--- src/rtl/acc_result_collector.sv ---
// acc_result_collector: receive side of the accumulator frame protocol. Checks acc_sel/acc_en
// framing, queues legal results in a small FIFO and presents them over valid/ready.
// Optional build macro ACC_COLLECT_RELU_EN clamps negative results to zero before queuing.
module acc_result_collector #(
  parameter int DATA_W    = 16,
  parameter int FRAME_LEN = 4,
  parameter int DEPTH     = 4,
  parameter int CNT_W     = 8
) (
  input  logic                     clk,
  input  logic                     reset,
  input  logic                     acc_sel,
  input  logic                     acc_en,
  input  logic [DATA_W-1:0]        acc_data,
  output logic                     out_valid,
  output logic [DATA_W-1:0]        out_data,
  input  logic                     out_ready,
  output logic [$clog2(DEPTH):0]   fill,
  output logic                     frame_err,
  output logic                     ovf,
  output logic [CNT_W-1:0]         err_cnt,
  output logic [CNT_W-1:0]         drop_cnt
);

  localparam int PTR_W  = $clog2(DEPTH);
  localparam int FILL_W = PTR_W + 1;
  localparam int BEAT_W = $clog2(FRAME_LEN);

  localparam logic [BEAT_W-1:0] LAST_BEAT  = BEAT_W'(FRAME_LEN - 1);
  localparam logic [BEAT_W-1:0] FIRST_BEAT = BEAT_W'(1);
  localparam logic [FILL_W-1:0] FULL_FILL  = FILL_W'(DEPTH);

  localparam logic [0:0] S_IDLE     = 1'b0;
  localparam logic [0:0] S_IN_FRAME = 1'b1;

  logic [0:0]        r_state, w_state_next;
  logic [BEAT_W-1:0] r_beat, w_beat_next;
  logic              w_err, w_legal;

  logic [DATA_W-1:0] r_mem [DEPTH];
  logic [PTR_W-1:0]  r_wr_ptr, r_rd_ptr, w_rd_ptr_next;
  logic [FILL_W-1:0] r_fill, w_fill_after_pop, w_fill_next;
  logic              r_out_valid;
  logic [DATA_W-1:0] r_out_data;
  logic              w_pop, w_push, w_drop;
  logic [DATA_W-1:0] w_push_data;

  logic              r_frame_err, r_ovf;
  logic [CNT_W-1:0]  r_err_cnt, r_drop_cnt;

  // Frame tracker: beat 0 is the acc_sel cycle, acc_en is only legal on LAST_BEAT.
  always_comb begin
    w_state_next = r_state;
    w_beat_next  = r_beat;
    w_err        = 1'b0;
    w_legal      = 1'b0;
    case (r_state)
      S_IDLE: begin
        if (acc_sel) begin
          w_err        = acc_en;
          w_state_next = S_IN_FRAME;
          w_beat_next  = FIRST_BEAT;
        end else if (acc_en) begin
          w_err = 1'b1;
        end
      end
      default: begin
        if (acc_en) begin
          if (r_beat == LAST_BEAT) begin
            w_legal = 1'b1;
            if (acc_sel) begin
              w_beat_next = FIRST_BEAT;
            end else begin
              w_state_next = S_IDLE;
              w_beat_next  = '0;
            end
          end else begin
            w_err        = 1'b1;
            w_state_next = S_IDLE;
            w_beat_next  = '0;
          end
        end else if (acc_sel) begin
          w_err       = 1'b1;
          w_beat_next = FIRST_BEAT;
        end else if (r_beat == LAST_BEAT) begin
          w_err        = 1'b1;
          w_state_next = S_IDLE;
          w_beat_next  = '0;
        end else begin
          w_beat_next = r_beat + 1'b1;
        end
      end
    endcase
  end

`ifdef ACC_COLLECT_RELU_EN
  assign w_push_data = acc_data[DATA_W-1] ? '0 : acc_data;
`else
  assign w_push_data = acc_data;
`endif

  // A pop in the same cycle frees the slot, so a full FIFO still accepts the push.
  assign w_pop            = r_out_valid & out_ready;
  assign w_push           = w_legal & ((r_fill != FULL_FILL) | w_pop);
  assign w_drop           = w_legal & (r_fill == FULL_FILL) & ~w_pop;
  assign w_rd_ptr_next    = r_rd_ptr + PTR_W'(w_pop);
  assign w_fill_after_pop = r_fill - FILL_W'(w_pop);
  assign w_fill_next      = w_fill_after_pop + FILL_W'(w_push);

  always_ff @(posedge clk) begin
    if (w_push) begin
      r_mem[r_wr_ptr] <= w_push_data;
    end
  end

  always_ff @(posedge clk or posedge reset) begin
    if (reset) begin
      r_state     <= S_IDLE;
      r_beat      <= '0;
      r_wr_ptr    <= '0;
      r_rd_ptr    <= '0;
      r_fill      <= '0;
      r_out_valid <= 1'b0;
      r_out_data  <= '0;
      r_frame_err <= 1'b0;
      r_ovf       <= 1'b0;
      r_err_cnt   <= '0;
      r_drop_cnt  <= '0;
    end else begin
      r_state     <= w_state_next;
      r_beat      <= w_beat_next;
      r_wr_ptr    <= r_wr_ptr + PTR_W'(w_push);
      r_rd_ptr    <= w_rd_ptr_next;
      r_fill      <= w_fill_next;
      r_out_valid <= (w_fill_next != '0);
      // The next head bypasses the RAM when the pushed word lands in an otherwise empty FIFO.
      if (w_fill_next != '0) begin
        r_out_data <= (w_fill_after_pop == '0) ? w_push_data : r_mem[w_rd_ptr_next];
      end
      r_frame_err <= w_err;
      r_ovf       <= w_drop;
      if (w_err && (r_err_cnt != '1)) begin
        r_err_cnt <= r_err_cnt + 1'b1;
      end
      if (w_drop && (r_drop_cnt != '1)) begin
        r_drop_cnt <= r_drop_cnt + 1'b1;
      end
    end
  end

  assign out_valid = r_out_valid;
  assign out_data  = r_out_data;
  assign fill      = r_fill;
  assign frame_err = r_frame_err;
  assign ovf       = r_ovf;
  assign err_cnt   = r_err_cnt;
  assign drop_cnt  = r_drop_cnt;

endmodule

--- config.mk ---
export PLATFORM = sky130hd
export DESIGN_NAME = acc_result_collector
export DESIGN_NICKNAME = d
export VERILOG_FILES = /design/src/rtl/acc_result_collector.sv
export SDC_FILE = /design/constraint.sdc
export NUM_CORES = 1
export LEC_CHECK = 0
export BUFFER_PORTS_ARGS = -buffer_cell sky130_fd_sc_hd__clkbuf_2
export CAP_MARGIN = 20
export CORE_MARGIN = 4
export CORE_UTILIZATION = 55
export CTS_CLUSTER_SIZE = 40
export DETAILED_ROUTE_END_ITERATION = 10
export GPL_TIMING_DRIVEN = 0
export PLACE_DENSITY = 0.75
export SYNTH_ARGS = -nofsm -noshare
export SYNTH_HDL_FRONTEND = slang
export SYNTH_SLANG_ARGS = --single-unit
--- constraint.sdc ---
create_clock -name clk -period 4.4 [get_ports clk]
set_input_delay 0.66 -clock clk [delete_from_list [all_inputs] [get_ports clk]]
set_output_delay 0.66 -clock clk [all_outputs]
set_load 0.02 [all_outputs]
* Yosys cells after proc, flatten, opt, wreduce, memory -nomap -nowiden
Memories as Yosys holds them, arrays and structs flattened.
Cells that the tools add are included.
** Storage, ports and cells
- Memory bits (writable) :: 64
- Bits of input ports :: 21
- Output and inout bits :: 38
- Memories kept :: 1
- Word-level logic and storage cells :: 59
- Register bits :: 45
** Operators by class
- Multiplexer cells :: 24
- Equality and inequality tests :: 5
- Bitwise gates (word level) :: 6
- $add $sub $neg :: 7
- Reductions and logical operators :: 5
** Memories
- r_mem :: words 4, width 16, read ports 1, clocked after memory_dff 0, write ports 1, RTL line 40 : logic [DATA_W-1:0] r_mem [DEPTH];
** Operators with widths (number)
- two-way mux 1 bit :: 17
- adder 8 x 1 -> 8 bit, second input constant :: 2
- two-way mux 16 bit :: 1
- != test 8 bit, second input constant :: 2
- two-way mux 2 bit :: 6
- adder 2 x 1 -> 2 bit :: 2
- bitwise AND 1 bit :: 4
- adder 3 x 1 -> 3 bit :: 1
- equality test 3 bit, second input constant :: 1
- logical NOT 3 bit :: 1
- != test 3 bit, second input constant :: 1
- nonzero test 3 bit :: 1
- subtractor 3 x 1 -> 3 bit :: 1
- adder 2 x 1 -> 2 bit, second input constant :: 1
- equality test 2 bit, second input constant :: 1
- logical AND 1 bit :: 2
- nonzero test 2 bit :: 1
- NOT 1 bit :: 1
- bitwise OR 1 bit :: 1

* Logic depth before layout (Yosys ltp)
- Word-level depth :: 7
- Depth in mapped cells :: 11
- Mapped depth without buffers :: 10

* Worst setup path after synthesis
No wires, ideal clock.
- Kind :: input -> register
- From :: input acc_en
- To :: memory r_mem[0][0], enable pin
- Path buffers :: 0
- Setup slack :: 1918 ps
- Required time :: 3991 ps
- Data arrival time :: 2072 ps
- Library setup time :: 409 ps
- Stages :: 3
- Path through :: and3_4 nand2_1 nor3_1
** Between the ends
- Cells in the longest elaborated chain, start to end :: 5
** RTL lines
- from (decl) :: RTL line 13 : input logic acc_en,
- two-way mux 1 bit :: RTL line 68 : if (acc_en) begin
- two-way mux 1 bit :: RTL line 57 : case (r_state)
- bitwise AND 1 bit :: RTL line 104 : assign w_push = w_legal & ((r_fill != FULL_FILL) | w_pop);
- two-way mux 1 bit :: RTL line 111 : if (w_push) begin
- two-way mux 1 bit (not written as such) :: RTL line 112 : r_mem[r_wr_ptr] <= w_push_data;
- to (decl) :: RTL line 40
Every way passes these cells.

* Worst setup path after layout
- From :: register r_beat[0]
- To :: register r_out_data[0], in the netlist out_data[0]
** Between the ends
- Cells in the longest elaborated chain, start to end :: 7
** RTL lines
- from (decl) :: RTL line 37 : logic [BEAT_W-1:0] r_beat, w_beat_next;
- from (signal assigned) :: RTL line 131 : r_beat <= w_beat_next;
- equality test 2 bit :: RTL line 69 : if (r_beat == LAST_BEAT) begin
- two-way mux 1 bit :: RTL line 69
- two-way mux 1 bit :: RTL line 68
- two-way mux 1 bit :: RTL line 57
- bitwise AND 1 bit :: RTL line 104
- adder 3 x 1 -> 3 bit :: RTL line 108 : assign w_fill_next = w_fill_after_pop + FILL_W'(w_push);
- nonzero test 3 bit :: RTL line 137 : if (w_fill_next != '0) begin
- to (signal assigned) :: RTL line 138 : r_out_data <= (w_fill_after_pop == '0) ? w_push_data : r_mem[w_rd_ptr_next];
- to (decl) :: RTL line 44 : logic [DATA_W-1:0] r_out_data;
Every way passes these cells.
A chain may end at the register's enable or synchronous reset.

==> qor.yml <==
outcome: "finished, final reports clean"
place_congestion: 0.729
multi_input_area_um2: 1400
leakage_nw: 2.20
yosys_warnings: 0
synth_ff_type: "edfxtp_1"
path_cells: "ha_1, and3_4, nand2_1, inv_1, ha_1, ha_1, nor3b_1, mux2i_2, buf_4, nor2_1, a31oi_1"
setup-tns-final_ns: 0
num_rows: 32
cts.clk_slew.worst_paths_ns: 0.10
cts.sinks: 109
wl_per_cell_um: 17.3
grt_pass1_wl_um: 13700
rr_worst_depth: 11
start_util: 0.578
async_flop_share: 0.413
setup_viol: 0
regToRegSetupSlack_ns: 1.78
yosysTopAreaCell: "edfxtp_1"
synth.area.mux_share: 0.0993
diodes: 0
core_area_um2: 7890
synth_nets: 326
fin_nets: 398
seqCellArea_um2: 3050
synth_edf_count: 64
cpMaxStageDelayCell: "dfrtp_1"
hold_class: "input port to asynchronous set/reset pin"
ir_drop_v: 0.000327
clk_latency_ns: 0.36
slowest_delay_ns: 0.41
reg2reg_from: "r_beat[0]$_DFFE_PP0P_"
die_h_um: 99.1
grt_max_degree: 38
synth_compound_area_frac: 0.0381
rsz0062_at_grt: "no"
drive_above_1_share: 0.279
cts_resized: 0
cts_root_buf: "clkbuf_8"
worstPathArrival_ns: 2.90
syn_avg_cell_area_um2: 15.4
wl_um: 8220
synthTopCellsByArea: "edfxtp_1 42%, dfrtp_1 25%, mux4_1 8.6%, nand2_1 3.5%, ha_1 2.5%"
io_buffers: 58
synth_top_area_share: 0.421
cpMostUsedCell: "ha_1"
clock.fmax_mhz: 382
powerDensity_nw_per_um2: 629
fin_crit_sh: 0.595
ant_nets: 0
track_usage: 0.178
synth_xor_area_frac: 0.0359
synth-simple-area-share: 0.106
worstPathRequired_ns: 4.68
ys_seq_elements: 109
final_util: 0.661
dp_hpwl_um: 5660
cts_made_buffers: 9
cts_buffer_depth: 2
grt_pass1_vias: 2690
final-max-slew-violation-count: 0
routed_via_density: 5.52
post_cts_buffers: 0
vias: 2620
worstMarginPinSlew_ns: 0.935
slew_headroom: 0.376
io_pins: 59
critPathKind: "flop to flop"
cts_tree: "built"
worst_setup_path_end_kind: "flop"
drc: 0
syn_area_um2: 4560
start_kind: "flop"
fin_worst_skew_ns: 0.00873
firstDrtPassIters: 4
ys_types: 38
die_w_um: 99.1
antenna_found_initial: 0
synth_top_family_by_area: "simple AND/OR/NAND/NOR gates"
seq_area_frac_synth: 0.668
max_cap_viol_count: 0
synthAdderAreaFrac: 0.0247
timing.rr.end: "out_data[0]$_DFFE_PP0P_"
area_delta_synth_final_pct: 14.3
yosysMostFrequentCell: "edfxtp_1"
first_iter_violations: 79
fin_crit_ns: 2.62
netlist_top_cells_count: "64 x edfxtp_1, 45 x dfrtp_1, 43 x nand2_1"
cts_hold_buffers: 0
fillers: 544
overflow: 0
crit_fanout: 10
die_area_um2: 9810
hold_viol: 0
netlist_instances: 296
htree_levels: 3
## per-layer routing
metal  up-vias  global-route usage  part of all wire  wire length, um
li1       1246                   -                 -                -
met1      1294               0.247              0.44             3650
met2        74               0.287              0.48             3980
met3         6              0.0403             0.065              531
met4         0              0.0462            0.0068               56
met5         -                   0                 0                0
## per-stage QoR
step | worst slack (ns) | area [um2] | cells | hold WS, ns | total power (W)
4_1_cts | 1.78 | 5210 | 475 | 0.178 | 0.00331
5_1_grt | 1.60 | 5210 | 475 | 0.173 | 0.00348
2_1_floorplan | 1.92 | 4560 | 296 | 0.494 | 0.00238
3_3_place_gp | 0.927 | 4980 | 456 | 0.472 | 0.00271
3_5_place_dp | 1.55 | 5030 | 459 | 0.497 | 0.00276
6_report | 1.78 | 5210 | 475 | 0.181 | 0.00328
## cell families after synthesis
kind of cell	count (synthesis)
adders and majority gates	9
muxes	19
buffers and inverters	19
and+or+nand+nor	98
AOI/OAI and AO/OA	25
DFF	109
xor gates and xnor gates	17
## worst max-delay path by stage
| stage | to | from | slack, ns |
|---|---|---|---|
| after global placement | r_mem[0][2]$_DFFE_PP_ | acc_en | 0.93 |
| final | out_data[0]$_DFFE_PP0P_ | r_beat[0]$_DFFE_PP0P_ | 1.78 |
| after global routing | out_data[1]$_DFFE_PP0P_ | r_beat[0]$_DFFE_PP0P_ | 1.60 |
| after floorplan | r_mem[0][0]$_DFFE_PP_ | acc_en | 1.92 |
| after detailed placement | out_data[0]$_DFFE_PP0P_ | out_ready | 1.55 |
| after CTS | out_data[0]$_DFFE_PP0P_ | r_beat[0]$_DFFE_PP0P_ | 1.78 |
## registers in the layout, indices dropped and copies added, names as in the netlist, 2 cells and up
name / cells
r_mem: 64
out_data: 16
drop_cnt: 8
err_cnt: 8
fill: 3
r_beat: 2
r_rd_ptr: 2
r_wr_ptr: 2
## power breakdown
part | internal [W] | leakage, nW | switching, W
sequential | 0.00126 | 1.13 | 0.000143
combinational | 0.000587 | 0.975 | 0.000728
clock | 0.000214 | 0.0959 | 0.000346
## layout by cell type (no fill, tap or decap), types with 2 or more instances in the layout
master / synthesis / routed
a21oi_1: 3 / 3
a31oi_1: 15 / 15
a31oi_2: 2 / 2
and3_1: 3 / 3
and4_1: 2 / 2
buf_4: 2 / 2
buf_6: 5 / 7
clkbuf_2: 0 / 58
clkbuf_8: 1 / 10
clkinv_2: 0 / 2
clkinv_4: 0 / 2
dfrtp_1: 45 / 45
edfxtp_1: 64 / 64
ha_1: 9 / 9
inv_1: 10 / 9
inv_6: 0 / 2
mux2_2: 2 / 2
mux4_1: 15 / 15
nand2_1: 43 / 43
nand3_1: 10 / 10
nand4_1: 2 / 2
nor2_1: 22 / 20
nor2_2: 1 / 3
nor3_1: 4 / 3
nor3b_1: 2 / 2
nor4_1: 3 / 3
o21ai_0: 2 / 2
xnor2_1: 6 / 6
xor2_1: 9 / 9
xor2_2: 2 / 2
## worst max-delay path, delay by kind of cell, from the launching register on
family / cells / cell delay (ns)
flops: 1 / 0.41
compound gates: 1 / 0.15
buf+inv: 2 / 0.36
simple gates: 4 / 0.53
mux: 1 / 0.38
fa+ha+maj: 3 / 0.70
## layout make-up
class | count | share of cell area
sequential | 109 | 0.585
multi-input combinational | 168 | 0.268
timing repair buffer | 61 | 0.0639
tap | 102 | 0.0245
clock buffer | 9 | 0.0238
buffer | 9 | 0.0173
clock inverter | 7 | 0.0108
inverter | 10 | 0.00720
No activity file was read; power rests on OpenSTA's default activity.
